## src/rtl/loader_pkg.sv

```systemverilog
// Shared types and widths for the boot-time instruction loader.
package loader_pkg;

    localparam int BYTE_W = 8;
    localparam int WORD_W = 16;

    typedef enum logic [2:0] {
        ST_IDLE    = 3'd0,
        ST_LEN_HI  = 3'd1,
        ST_LEN_LO  = 3'd2,
        ST_DATA_HI = 3'd3,
        ST_DATA_LO = 3'd4,
        ST_CHK     = 3'd5,
        ST_ERR     = 3'd6
    } state_e;

endpackage

```

## src/rtl/inst_loader.sv

```systemverilog
// Loads a framed, XOR-checksummed byte stream into instruction memory as
// big-endian 16-bit words, holding the core in reset until a good image lands.
module inst_loader
    import loader_pkg::*;
#(
    parameter int MAX_WORDS = 128
) (
    input  logic                clk,
    input  logic                rst_n,
    input  logic                start,
    input  logic                in_valid,
    input  logic [BYTE_W-1:0]   in_data,
    output logic                in_ready,
    output logic                wr_en,
    output logic [WORD_W-1:0]   wr_addr,
    output logic [WORD_W-1:0]   wr_data,
    output logic                cpu_hold,
    output logic                done,
    output logic                err,
    output logic [WORD_W-1:0]   words_loaded
);

    state_e              state_q, state_d;
    logic [WORD_W-1:0]   len_q, len_d;
    logic [BYTE_W-1:0]   hi_q, hi_d;
    logic [BYTE_W-1:0]   chk_q, chk_d;
    logic                wr_en_q, wr_en_d;
    logic [WORD_W-1:0]   wr_addr_q, wr_addr_d;
    logic [WORD_W-1:0]   wr_data_q, wr_data_d;
    logic                hold_q, hold_d;
    logic                done_q, done_d;
    logic                err_q, err_d;
    logic [WORD_W-1:0]   words_q, words_d;

    logic                xfer;
    logic [WORD_W-1:0]   len_full;

    assign in_ready = (state_q == ST_LEN_HI) || (state_q == ST_LEN_LO) ||
                      (state_q == ST_DATA_HI) || (state_q == ST_DATA_LO) ||
                      (state_q == ST_CHK);
    assign xfer     = in_valid && in_ready;
    assign len_full = {len_q[WORD_W-1:BYTE_W], in_data};

    always_comb begin
        // NOTE: every next-state signal gets a default first so no latch is inferred.
        state_d   = state_q;
        len_d     = len_q;
        hi_d      = hi_q;
        chk_d     = chk_q;
        wr_en_d   = 1'b0;
        wr_addr_d = wr_addr_q;
        wr_data_d = wr_data_q;
        hold_d    = hold_q;
        done_d    = done_q;
        err_d     = err_q;
        words_d   = words_q;

        case (state_q)
            ST_IDLE: begin
                if (start) begin
                    state_d = ST_LEN_HI;
                    hold_d  = 1'b1;
                    done_d  = 1'b0;
                    err_d   = 1'b0;
                    words_d = '0;
                    chk_d   = '0;
                end
            end
            ST_LEN_HI: begin
                if (xfer) begin
                    len_d   = {in_data, len_q[BYTE_W-1:0]};
                    state_d = ST_LEN_LO;
                end
            end
            ST_LEN_LO: begin
                if (xfer) begin
                    len_d = len_full;
                    if (len_full > WORD_W'(MAX_WORDS)) begin
                        state_d = ST_ERR;
                        err_d   = 1'b1;
                    end else if (len_full == '0) begin
                        state_d = ST_CHK;
                    end else begin
                        state_d = ST_DATA_HI;
                    end
                end
            end
            ST_DATA_HI: begin
                if (xfer) begin
                    hi_d    = in_data;
                    chk_d   = chk_q ^ in_data;
                    state_d = ST_DATA_LO;
                end
            end
            ST_DATA_LO: begin
                if (xfer) begin
                    // words_q still counts only completed words, so it is this word's index.
                    chk_d     = chk_q ^ in_data;
                    wr_en_d   = 1'b1;
                    wr_addr_d = {words_q[WORD_W-2:0], 1'b0};
                    wr_data_d = {hi_q, in_data};
                    words_d   = words_q + 1'b1;
                    state_d   = (words_q == len_q - 1'b1) ? ST_CHK : ST_DATA_HI;
                end
            end
            ST_CHK: begin
                if (xfer) begin
                    if (in_data == chk_q) begin
                        state_d = ST_IDLE;
                        done_d  = 1'b1;
                        hold_d  = 1'b0;
                    end else begin
                        state_d = ST_ERR;
                        err_d   = 1'b1;
                    end
                end
            end
            ST_ERR:  state_d = ST_IDLE;
            default: state_d = ST_IDLE;
        endcase
    end

    always_ff @(posedge clk) begin
        // NOTE: sequential state uses non-blocking assignments only.
        if (!rst_n) begin
            state_q   <= ST_IDLE;
            len_q     <= '0;
            hi_q      <= '0;
            chk_q     <= '0;
            wr_en_q   <= 1'b0;
            wr_addr_q <= '0;
            wr_data_q <= '0;
            hold_q    <= 1'b0;
            done_q    <= 1'b0;
            err_q     <= 1'b0;
            words_q   <= '0;
        end else begin
            state_q   <= state_d;
            len_q     <= len_d;
            hi_q      <= hi_d;
            chk_q     <= chk_d;
            wr_en_q   <= wr_en_d;
            wr_addr_q <= wr_addr_d;
            wr_data_q <= wr_data_d;
            hold_q    <= hold_d;
            done_q    <= done_d;
            err_q     <= err_d;
            words_q   <= words_d;
        end
    end

    assign wr_en        = wr_en_q;
    assign wr_addr      = wr_addr_q;
    assign wr_data      = wr_data_q;
    assign cpu_hold     = hold_q;
    assign done         = done_q;
    assign err          = err_q;
    assign words_loaded = words_q;

endmodule
```

## config.mk

```make
export PLATFORM = sky130hd
export DESIGN_NAME = inst_loader
export DESIGN_NICKNAME = d
export VERILOG_FILES = /design/src/rtl/loader_pkg.sv /design/src/rtl/inst_loader.sv
export SDC_FILE = /design/constraint.sdc
export NUM_CORES = 1
export LEC_CHECK = 0
export CAP_MARGIN = 20
export CORE_UTILIZATION = 57
export CTS_CLUSTER_DIAMETER = 60
export DETAILED_ROUTE_END_ITERATION = 8
export DONT_BUFFER_PORTS = 1
export PLACE_DENSITY = 0.75
export SLEW_MARGIN = 20
export SYNTH_ARGS = -nofsm -noshare
export SYNTH_HDL_FRONTEND = slang
export SYNTH_SLANG_ARGS = --single-unit
```

## constraint.sdc

```tcl
create_clock -name clk -period 2.2 [get_ports clk]
set_input_delay 0.44 -clock clk [delete_from_list [all_inputs] [get_ports clk]]
set_output_delay 0.44 -clock clk [all_outputs]
set_load 0.02 [all_outputs]
```

==> metrics.md, run 1 <==
| Metric | Value |
|---|---|
| Count of cell types in the netlist | `between 60 and 70` |
| Worst hold start | `in_data[2]` |
| Detailed Route Iter0 Violations | `230` |
| NumNets Final | `approximately 570` |
| Synth Cell Area | `4380 sq um` |
| Crit path kind | `flop to flop` |
| R2r setup slk | `roughly 0.029 ns` |
| Remaining antenna violation count after routing | `0` |
| CTS Buffer Depth | `2` |
| Gpl congestion | `slightly above 0.9` |
| Crit Path Max Fanout | `4` |
| FILL cells | `between 600 and 700` |
| Final min period | `2.17 ns` |
| Top_reg_cell synth | `dfxtp_1` |
| Residual DRC count | `0` |
| Final critical-path share of the clock period | `98.7%` |
| FF/Latch Area | `roughly 1700 sq um` |
| Layout cells sized above 1 | `approximately 17%` |
| Worst Setup Start Kind | `flop` |
| Worst slew pin tran | `about 0.80 ns` |
| Detailed Route WL | `roughly 10000 um` |
| GR Overflow Total | `0` |
| Reg2reg start | `len_q[7]` |
| Row count | `31` |
| Antenna violations before repair | `0` |
| Static Leak | `0.00178 uW` |
| PD cells | `671 nW/um^2` |
| Gate Count Post-Synth | `~540` |
| FFs w/ async S/R, synth | `0%` |
| Status | `finished, final reports clean` |
| Power share of the clock group | `between 30% and 40%` |
| Htree depth | `3` |
| Yosys reg bits | `86` |
| Die height | `~90 um` |
| Hold_buf cts | `0` |
| Place WS | `-0.156 ns` |
| Num ports | `65` |
| Max_cap viols | `0` |
| Syn nets | `roughly 550` |
| Vias per cell | `~5.7` |
| Area after DPL | `4700 sq um` |
| Number of global-route vias before repair | `roughly 3.5k` |
| DRT Pass-1 Iters | `4` |
| Die Area | `8040 sq um` |
| Worst setup EP type | `flop` |
| Syn Area/Cell | `approximately 8.2 sq um` |
| Switch share | `between 20 and 30%` |
| Worst Hold Path EP | `hi_q[2]` |
| RSZ-0062 raised after global routing | `true` |
| First-pass GRT wire length | `16600 um` |
| Final hold slack | `approximately 0.2 ns` |
| Psw | `947 uW` |
| Core footprint | `7330 sq um` |
| Hold-critical path depth | `2` |
| CTS sink count | `86` |
| ANT cells | `0` |
| Worst Hold Class | `input port to flop` |
| R2r endpoint | `state_q[2]` |
| Post-synth EDFFs | `0` |
| Max-slew violations | `0` |
| Final setup fails | `0` |
| Clock Tree Root | `clkbuf_8` |
| Gr usage total | `between 20% and 30%` |
| Post-DP HPWL | `about 7300 um` |
| Die width | `around 90 um` |
| Largest net degree at the start of global routing | `71` |
| Initial core utilization | `between 50% and 60%` |
| Clk slew on worst S/H paths | `roughly 0.1 ns` |
| PortBufs | `0` |
| Internal power | `2380 uW` |
| DR WL/cell | `about 15 um` |
| Reg2reg path depth | `6` |
| Fmax | `0.461 GHz` |
| Area Overhead vs Synth | `13.1%` |
| Design area | `approximately 5000 sq um` |
| CP arrival | `around 2.5 ns` |
| Combinational power share | `roughly 15%` |
| Total CTS buffers | `9` |
| Req. time, crit path | `between 2 and 3 ns` |
| CTS tree | `built` |
| Yosys Warn Count | `0` |
| Seq/Total Area, Yosys | `between 30% and 40%` |
| Max VDD drop | `386 uV` |
| Multi-input combinational cell area | `2470 sq um` |
| Via count | `3785` |
| Worst-Skew Late Latency | `~0.37 ns` |
| Rel. slew slack | `between 40% and 50%` |
| Final worst slack | `approximately 0.029 ns` |
| Power share of the sequential group | `about half` |
| Final Hold Fails | `0` |
| Clk_skew | `roughly 0.010 ns` |
[critical path: stages (launching register included)]
cell      delay [ns]
dfxtp_2         0.35
nor4_4          0.34
nand4b_1        0.18
a2111o_1        0.44
or4_4           0.51
nor3_2          0.18
a21o_1          0.13
[Yosys cell counts, types with 2 or more instances]
cell type | number | area [sq um]
ha_1 | 2 | 25.0
nand4_1 | 8 | 50.1
o21a_1 | 2 | 15.0
xor2_1 | 16 | 140
a21boi_0 | 68 | 510
clkbuf_8 | 2 | 27.5
nand3b_1 | 9 | 67.6
a21oi_1 | 9 | 45.0
nor3_1 | 12 | 60.1
nor2_1 | 38 | 143
and2_1 | 3 | 18.8
nand3_1 | 10 | 50.1
nand2b_1 | 3 | 18.8
o22ai_1 | 2 | 12.5
nor3b_1 | 3 | 22.5
a31o_2 | 3 | 26.3
buf_6 | 4 | 45.0
or3_1 | 2 | 12.5
dfxtp_1 | 86 | 1720
buf_1 | 2 | 7.51
clkbuf_1 | 26 | 97.6
buf_4 | 3 | 22.5
nor4_1 | 7 | 43.8
xnor2_1 | 21 | 184
inv_1 | 5 | 18.8
nor4_4 | 3 | 63.8
nor2b_1 | 4 | 25.0
and3_1 | 7 | 43.8
o21ai_0 | 11 | 55.1
nand2_1 | 129 | 484
[through the flow]
step | power [uW] | TNS (ns) | std cells | utilization (%)
6_report | 3330 | 0 | 664 | 67.6
5_1_grt | 3460 | -0.124 | 664 | 67.6
4_1_cts | 3330 | 0 | 663 | 67.2
3_5_place_dp | 2160 | -0.213 | 647 | 64.1
3_3_place_gp | 2150 | -0.107 | 647 | 64.1
2_1_floorplan | 2060 | -0.0834 | 535 | -
[cell families after synthesis]
logic type,share of synthesized area (%)
and+or+nand+nor,27.8
AOI/OAI and AO/OA,18.8
DFF,39.3
buffers and inverters,5.23
xor gates and xnor gates,7.91
adders and majority gates,0.571
other,0.0856
muxes,0.228
[sequential cells by signal (all words and copies together) (netlist names)]
name / cells
cpu_hold: 1
wr_en: 1
wr_data: 16
err: 1
wr_addr: 15
done: 1
len_q: 16
state_q: 3
hi_q: 8
words_loaded: 16
chk_q: 8
[per-layer routing]
metal | share of wire, % | track usage [%] | routed length, um
met1 | 45 | 34.5 | 4580
met5 | 0 | 0 | 0
met4 | 1.7 | 9.81 | 173
met3 | 4.8 | 5.03 | 480
met2 | 48 | 44.6 | 4850
[timing repair]
action | in CTS | in global routing
setup endpoints to repair | 2 | 2
resized for setup | 2 | 9
buffers inserted | 0 | 1
pin swaps | 4 | 7
[layout make-up]
type                    count  area share, %
repair buffers             53           8.03
multi-input cells         405           49.8
flip-flops and latches     86           35.0
inverters                   5          0.429
clock inverters             7           1.72
well taps                  99           2.50
clock buffers               9           2.50
[worst max-delay path by stage]
stage,start,cells past startpoint,slack (ns),to
4_1_cts,len_q[1],8,0.003,state_q[1]
2_1_floorplan,len_q[3],7,-0.08,state_q[1]
3_5_place_dp,len_q[1],8,-0.16,state_q[1]
5_1_grt,len_q[4],7,-0.07,state_q[1]
3_3_place_gp,len_q[1],8,-0.11,state_q[1]
6_report,len_q[7],6,0.03,state_q[2]
[cells in the final DEF, fill, tap and decap left out, drive strengths merged, types with 11 or more instances in the layout]
cell	count
nand2	129
dfxtp	86
a21boi	68
buf	53
nor2	38
xnor2	21
xor2	16
nor3	12
o21ai	11
inv	11
[power groups by stage]
stage / clock network [uW] / logic, uW / registers (uW)
4_1_cts: 1200 / 496 / 1640
2_1_floorplan: 0 / 392 / 1670
3_5_place_dp: 0 / 488 / 1670
6_report: 1180 / 507 / 1640
5_1_grt: 1260 / 560 / 1640
3_3_place_gp: 0 / 479 / 1670
(Power assumes the default switching activity.)
==> run 2: changes to the inputs <==
--- a/config.mk
+++ b/config.mk
@@ -10,6 +10,7 @@
 export CTS_CLUSTER_DIAMETER = 60
 export DETAILED_ROUTE_END_ITERATION = 8
 export DONT_BUFFER_PORTS = 1
+export MAX_ROUTING_LAYER = met4
 export PLACE_DENSITY = 0.75
 export SLEW_MARGIN = 20
 export SYNTH_ARGS = -nofsm -noshare
==> run 2 against run 1 <==
Non-clock buffer count unchanged; sequential cell count is the same; first-iteration DRC count is 7.0% lower; cell count unchanged; worst hold slack got worse by 0.012 ns; cell area unchanged; clock power about the same; critical path depth unchanged; via count fell by 0.50%; routed wire length fell by 0.41%.
==> metrics.md, run 2 (same netlist as run 1, synthesis figures left out) <==
| Metric | Value |
|---|---|
| Status | `finished, final reports clean` |
| Row count | `31` |
| Htree depth | `3` |
| Design area | `4960 sq um` |
| Crit path kind | `flop to flop` |
| FILL cells | `between 600 and 700` |
| Antenna violations before repair | `0` |
| Pwr Total | `between 3000 and 4000 uW` |
| Rel. slew slack | `46.8%` |
| Gpl congestion | `~0.9` |
| Residual DRC count | `0` |
| Total CTS buffers | `9` |
| Final critical-path share of the clock period | `98.7%` |
| Max_cap viols | `0` |
| Core footprint | `about 7300 sq um` |
| Die height | `about 90 um` |
| Detailed Route WL | `~10000 um` |
| Worst slew pin tran | `approximately 0.8 ns` |
| ANT cells | `0` |
| NumNets Final | `574` |
| Critical Path Stages | `6` |
| Die Area | `8040 sq um` |
| GR Overflow Total | `0` |
| CP arrival | `2.49 ns` |
| PD cells | `672 nW/um^2` |
| Place WS | `-0.156 ns` |
| Crit path buf inv count | `0` |
| Worst Hold Class | `input port to flop` |
| RSZ-0062 raised after global routing | `true` |
| DRT Pass-1 Iters | `4` |
| Clk slew on worst S/H paths | `roughly 0.10 ns` |
| Clock Tree Root | `clkbuf_8` |
| Worst-Skew Late Latency | `approximately 0.37 ns` |
| CTS tree | `built` |
| Num ports | `65` |
| Static Leak | `0.00178 uW` |
| Worst setup EP type | `flop` |
| Top Family by Delay on Critical Path | `simple AND/OR/NAND/NOR gates` |
| Via count | `around 3.8k` |
| Most frequent cells in the layout | `nand2_1, dfxtp_1, a21boi_0, buf_4, nor2_1` |
| CP Cell Sequence | `nor4_4 -> nand4b_1 -> a2111o_1 -> or4_4 -> nor3_2 -> a21o_1` |
| Number of global-route vias before repair | `roughly 3.5k` |
| Max VDD drop | `approximately 390 uV` |
| CTS sink count | `86` |
| Final min period | `~2.2 ns` |
| Worst path slowest cell | `or4_4` |
| Area Overhead vs Synth | `13.1%` |
| Gr usage total | `between 20% and 30%` |
| Final setup fails | `0` |
| Fmax | `about 0.46 GHz` |
| First-pass GRT wire length | `roughly 17000 um` |
| DR WL/cell | `15.1 um` |
| Multi-input combinational cell area | `between 2000 and 2500 sq um` |
| Detailed Route Iter0 Violations | `214` |
| Clk_skew | `~0.011 ns` |
| Die width | `between 80 and 90 um` |
| Worst Setup Start Kind | `flop` |
| Req. time, crit path | `roughly 2.5 ns` |
| Commonest non-fill, non-tap cell in the layout | `nand2_1` |
| Initial core utilization | `between 50% and 60%` |
| Max-slew violations | `0` |
| Remaining antenna violation count after routing | `0` |
| Vias per cell | `~5.7` |
| Reg2reg path depth | `6` |
| Crit Path Max Fanout | `4` |
| Largest net degree at the start of global routing | `71` |
| Final worst slack | `0.0280 ns` |
| PortBufs | `0` |
| FF/Latch Area | `1730 sq um` |
| Largest stage delay on the critical path | `~0.5 ns` |
| CTS Buffer Depth | `2` |
| Area after DPL | `roughly 4700 sq um` |
| Layout cells sized above 1 | `17.0%` |
| Post-DP HPWL | `roughly 7300 um` |
| Hold-critical path depth | `1` |
| Final Hold Fails | `0` |
==> run 2: worst register-to-register path: cells and delay by family, from the launching register on <==
| family | cells | cell delay (ns) |
|---|---|---|
| and+or+nand+nor | 4 | 1.21 |
| AOI/OAI and AO/OA | 2 | 0.57 |
| DFF | 1 | 0.35 |
==> run 2: through the flow <==
stage / hold slack [ns] / cells / TNS [ns] / util [%]
2_1_floorplan: 0.441 / 535 / -0.0834 / -
3_3_place_gp: 0.455 / 647 / -0.107 / 64.1
3_5_place_dp: 0.459 / 647 / -0.213 / 64.1
4_1_cts: 0.186 / 663 / 0 / 67.2
5_1_grt: 0.196 / 664 / -0.121 / 67.6
6_report: 0.194 / 664 / 0 / 67.6
==> run 2: where the power goes <==
group          switching, uW  internal, uW
logic                    268           238
registers               47.9          1590
clock network            632           553
==> run 2: final cells by class <==
class / instances / area share [%]
clock buffer: 9 / 2.50
sequential: 86 / 35.0
clock inverter: 7 / 1.72
inverter: 5 / 0.429
timing repair buffer: 53 / 8.03
multi-input combinational: 405 / 49.8
tap: 99 / 2.50
==> run 2: final timing paths <==
check                               from  slack, ns         end
worst max-delay path            len_q[7]       0.03  state_q[2]
worst min-delay path               rst_n       0.19        done
worst max register to register  len_q[7]       0.03  state_q[2]
worst min register to register   hi_q[2]       0.47     hi_q[2]
==> run 2: routing by layer <==
metal	wire [um]	up-vias	part of all wire [%]	GRT usage, %
met5	0	-	0	-
met4	177	0	1.8	9.81
met3	530	14	5.3	5.03
met2	4830	82	48	44.4
met1	4510	1806	45	34.9
li1	-	1864	-	-
==> run 2: timing repair <==
item	in CTS	in global routing
buffers inserted	0	1
pin swaps	4	7
setup endpoints to repair	2	2
hold buffers	0	0
gates resized for setup	2	9
==> run 3: changes to the inputs <==
--- a/config.mk
+++ b/config.mk
@@ -6,12 +6,12 @@
 export NUM_CORES = 1
 export LEC_CHECK = 0
 export CAP_MARGIN = 20
-export CORE_UTILIZATION = 57
+export CORE_UTILIZATION = 54
 export CTS_CLUSTER_DIAMETER = 60
 export DETAILED_ROUTE_END_ITERATION = 8
 export DONT_BUFFER_PORTS = 1
 export MAX_ROUTING_LAYER = met4
-export PLACE_DENSITY = 0.75
+export PLACE_DENSITY = 0.69
 export SLEW_MARGIN = 20
 export SYNTH_ARGS = -nofsm -noshare
 export SYNTH_HDL_FRONTEND = slang
==> constraint.sdc (replaced) <==
create_clock -name clk -period 2.35 [get_ports clk]
set_input_delay 0.47 -clock clk [delete_from_list [all_inputs] [get_ports clk]]
set_output_delay 0.47 -clock clk [all_outputs]
set_load 0.02 [all_outputs]
==> run 3 against run 2 <==
Sequential power is 5% lower; cell area shrank 3.4%; die area up 5.4%; clock power is 13% lower; fmax decreased by 3.5%; worst hold slack better by 0.041 ns; routed wire length grew 4.9%; critical path depth increased by 2; non-clock buffer count decreased by 16; critical path type unchanged.
==> metrics.md, run 3 (same netlist as run 1, synthesis figures left out) <==
| Metric | Value |
|---|---|
| Worst-Skew Late Latency | `between 0.3 and 0.4 ns` |
| Clk_skew | `0.00958 ns` |
| Final Hold Fails | `0` |
| FILL cells | `710` |
| CP arrival | `between 2 and 2.5 ns` |
| Post-route non-filler standard cell count | `between 600 and 700` |
| NumNets Final | `approximately 560` |
| Total CTS buffers | `9` |
| Place WS | `-0.0668 ns` |
| Fmax | `roughly 0.44 GHz` |
| Htree depth | `3` |
| Worst hold start | `rst_n` |
| Detailed Route Iter0 Violations | `207` |
| Hold_buf cts | `0` |
| DRT Pass-1 Iters | `4` |
| Worst Setup Start Kind | `flop` |
| Worst Hold Class | `input port to flop` |
| Commonest non-fill, non-tap cell in the layout | `nand2_1` |
| Max_cap viols | `0` |
| Worst path slowest cell | `or4_4` |
| Static Leak | `0.00168 uW` |
| PortBufs | `0` |
| Number of global-route vias before repair | `between 3k and 4k` |
| Status | `finished, final reports clean` |
| Initial core utilization | `a little under three fifths` |
| Multi-input combinational cell area | `~2500 sq um` |
| Num ports | `65` |
| Final setup fails | `0` |
| Row count | `32` |
| First-pass GRT wire length | `between 15000 and 20000 um` |
| Clk slew on worst S/H paths | `0.09 ns` |
| Rel. slew slack | `58.9%` |
| Final min period | `between 2 and 2.5 ns` |
| Die width | `92.1 um` |
| Die Area | `between 8000 and 9000 sq um` |
| Gr usage total | `a little over a quarter` |
| Vias per cell | `about 5.7` |
| Post-DP HPWL | `roughly 7400 um` |
| CTS Buffer Depth | `2` |
| Worst setup EP type | `flop` |
| Crit Path Max Fanout | `2` |
| Die height | `between 90 and 100 um` |
| Area Overhead vs Synth | `9.34%` |
| Most frequent cells in the layout | `nand2_1, dfxtp_1, a21boi_0, nor2_1, buf_4` |
| Gpl congestion | `slightly below 0.9` |
| GR Overflow Total | `0` |
| Crit path buf inv count | `1` |
| Final hold slack | `around 0.24 ns` |
| Core footprint | `7810 sq um` |
| Req. time, crit path | `~2.6 ns` |
| Final TNS setup | `0 ns` |
| DR WL/cell | `16.2 um` |
| Layout cells sized above 1 | `about an eighth` |
| Clock Tree Root | `clkbuf_8` |
| CTS sink count | `86` |
| PD cells | `626 nW/um^2` |
| CTS tree | `built` |
| Top Family by Delay on Critical Path | `compound AO/OA/AOI/OAI gates` |
| Remaining antenna violation count after routing | `0` |
| Placed instance count | `634` |
| Max VDD drop | `between 300 and 400 uV` |
| Reg2reg start | `len_q[0]` |
| Antenna violations before repair | `0` |
| Max-slew violations | `0` |
| Detailed Route WL | `~11000 um` |
| Final worst slack | `slightly below 0.1 ns` |
| Residual DRC count | `0` |
| ANT cells | `0` |
| Worst slew pin tran | `approximately 0.6 ns` |
| Crit. Startpoint | `len_q[0]` |
| CP Cell Sequence | `inv_1 -> ha_2 -> xnor2_1 -> a211o_1 -> a2111o_1 -> or4_4 -> nor4_4 -> o41ai_1` |
| RSZ-0062 raised after global routing | `false` |
| Via count | `between 3k and 4k` |
| FF/Latch Area | `1720 sq um` |
| Largest stage delay on the critical path | `~0.52 ns` |
| Final critical-path share of the clock period | `95.8%` |
| Largest net degree at the start of global routing | `71` |
| Crit path kind | `flop to flop` |
==> run 3: power by group <==
group | switching [uW] | internal, uW | leakage [uW]
sequential | 57.1 | 1490 | 0.000695
clock | 615 | 410 | 0.0000924
combinational | 233 | 192 | 0.000891
==> run 3: path summary, 6_finish.rpt <==
path / end / slack, ns / depth (start not counted)
setup / recovery: state_q[1] / 0.1 / 8
hold / removal: done / 0.24 / 1
setup reg to reg: state_q[1] / 0.1 / 8
hold reg to reg: wr_data[14] / 0.47 / 2
==> run 3: worst register-to-register path, delay by kind of cell, from the launching register on <==
family	cells	cell delay (ns)
AND/OR/NAND/NOR	2	0.68
buffers and inverters	1	0.05
flip-flops	1	0.33
adder cells (fa/ha/maj)	1	0.27
AO/OA/AOI/OAI	3	0.69
XOR/XNOR	1	0.13
==> run 3: stage by stage <==
step	utilization (%)	power [uW]	cell area, sq um
floorplan	-	1920	4380
global placement	58.5	1980	4570
detailed placement	58.5	1990	4570
CTS	61.3	3020	4790
global route	61.4	3140	4790
finish	61.4	3000	4790
==> run 3: final cells by class <==
cell class | instances | share of cell area, %
multi-input combinational | 405 | 51.2
sequential | 86 | 36.0
timing repair buffer | 37 | 5.80
tap | 102 | 2.66
clock buffer | 9 | 2.59
clock inverter | 7 | 1.41
inverter | 5 | 0.392
==> run 3: what timing repair did <==
action	in CTS	in global routing
gates resized for setup	3	2
setup endpoints to repair	1	8
pin swaps	2	3
buffers inserted	1	0
==> run 3: per-layer routing <==
| layer | global-route usage, % | vias to the layer above | share of wire, % |
|---|---|---|---|
| met5 | - | - | 0 |
| met4 | 8.72 | 0 | 1.5 |
| met3 | 4.56 | 16 | 5.8 |
| met2 | 43.2 | 112 | 48 |
| met1 | 33.5 | 1730 | 45 |
| li1 | - | 1835 | - |
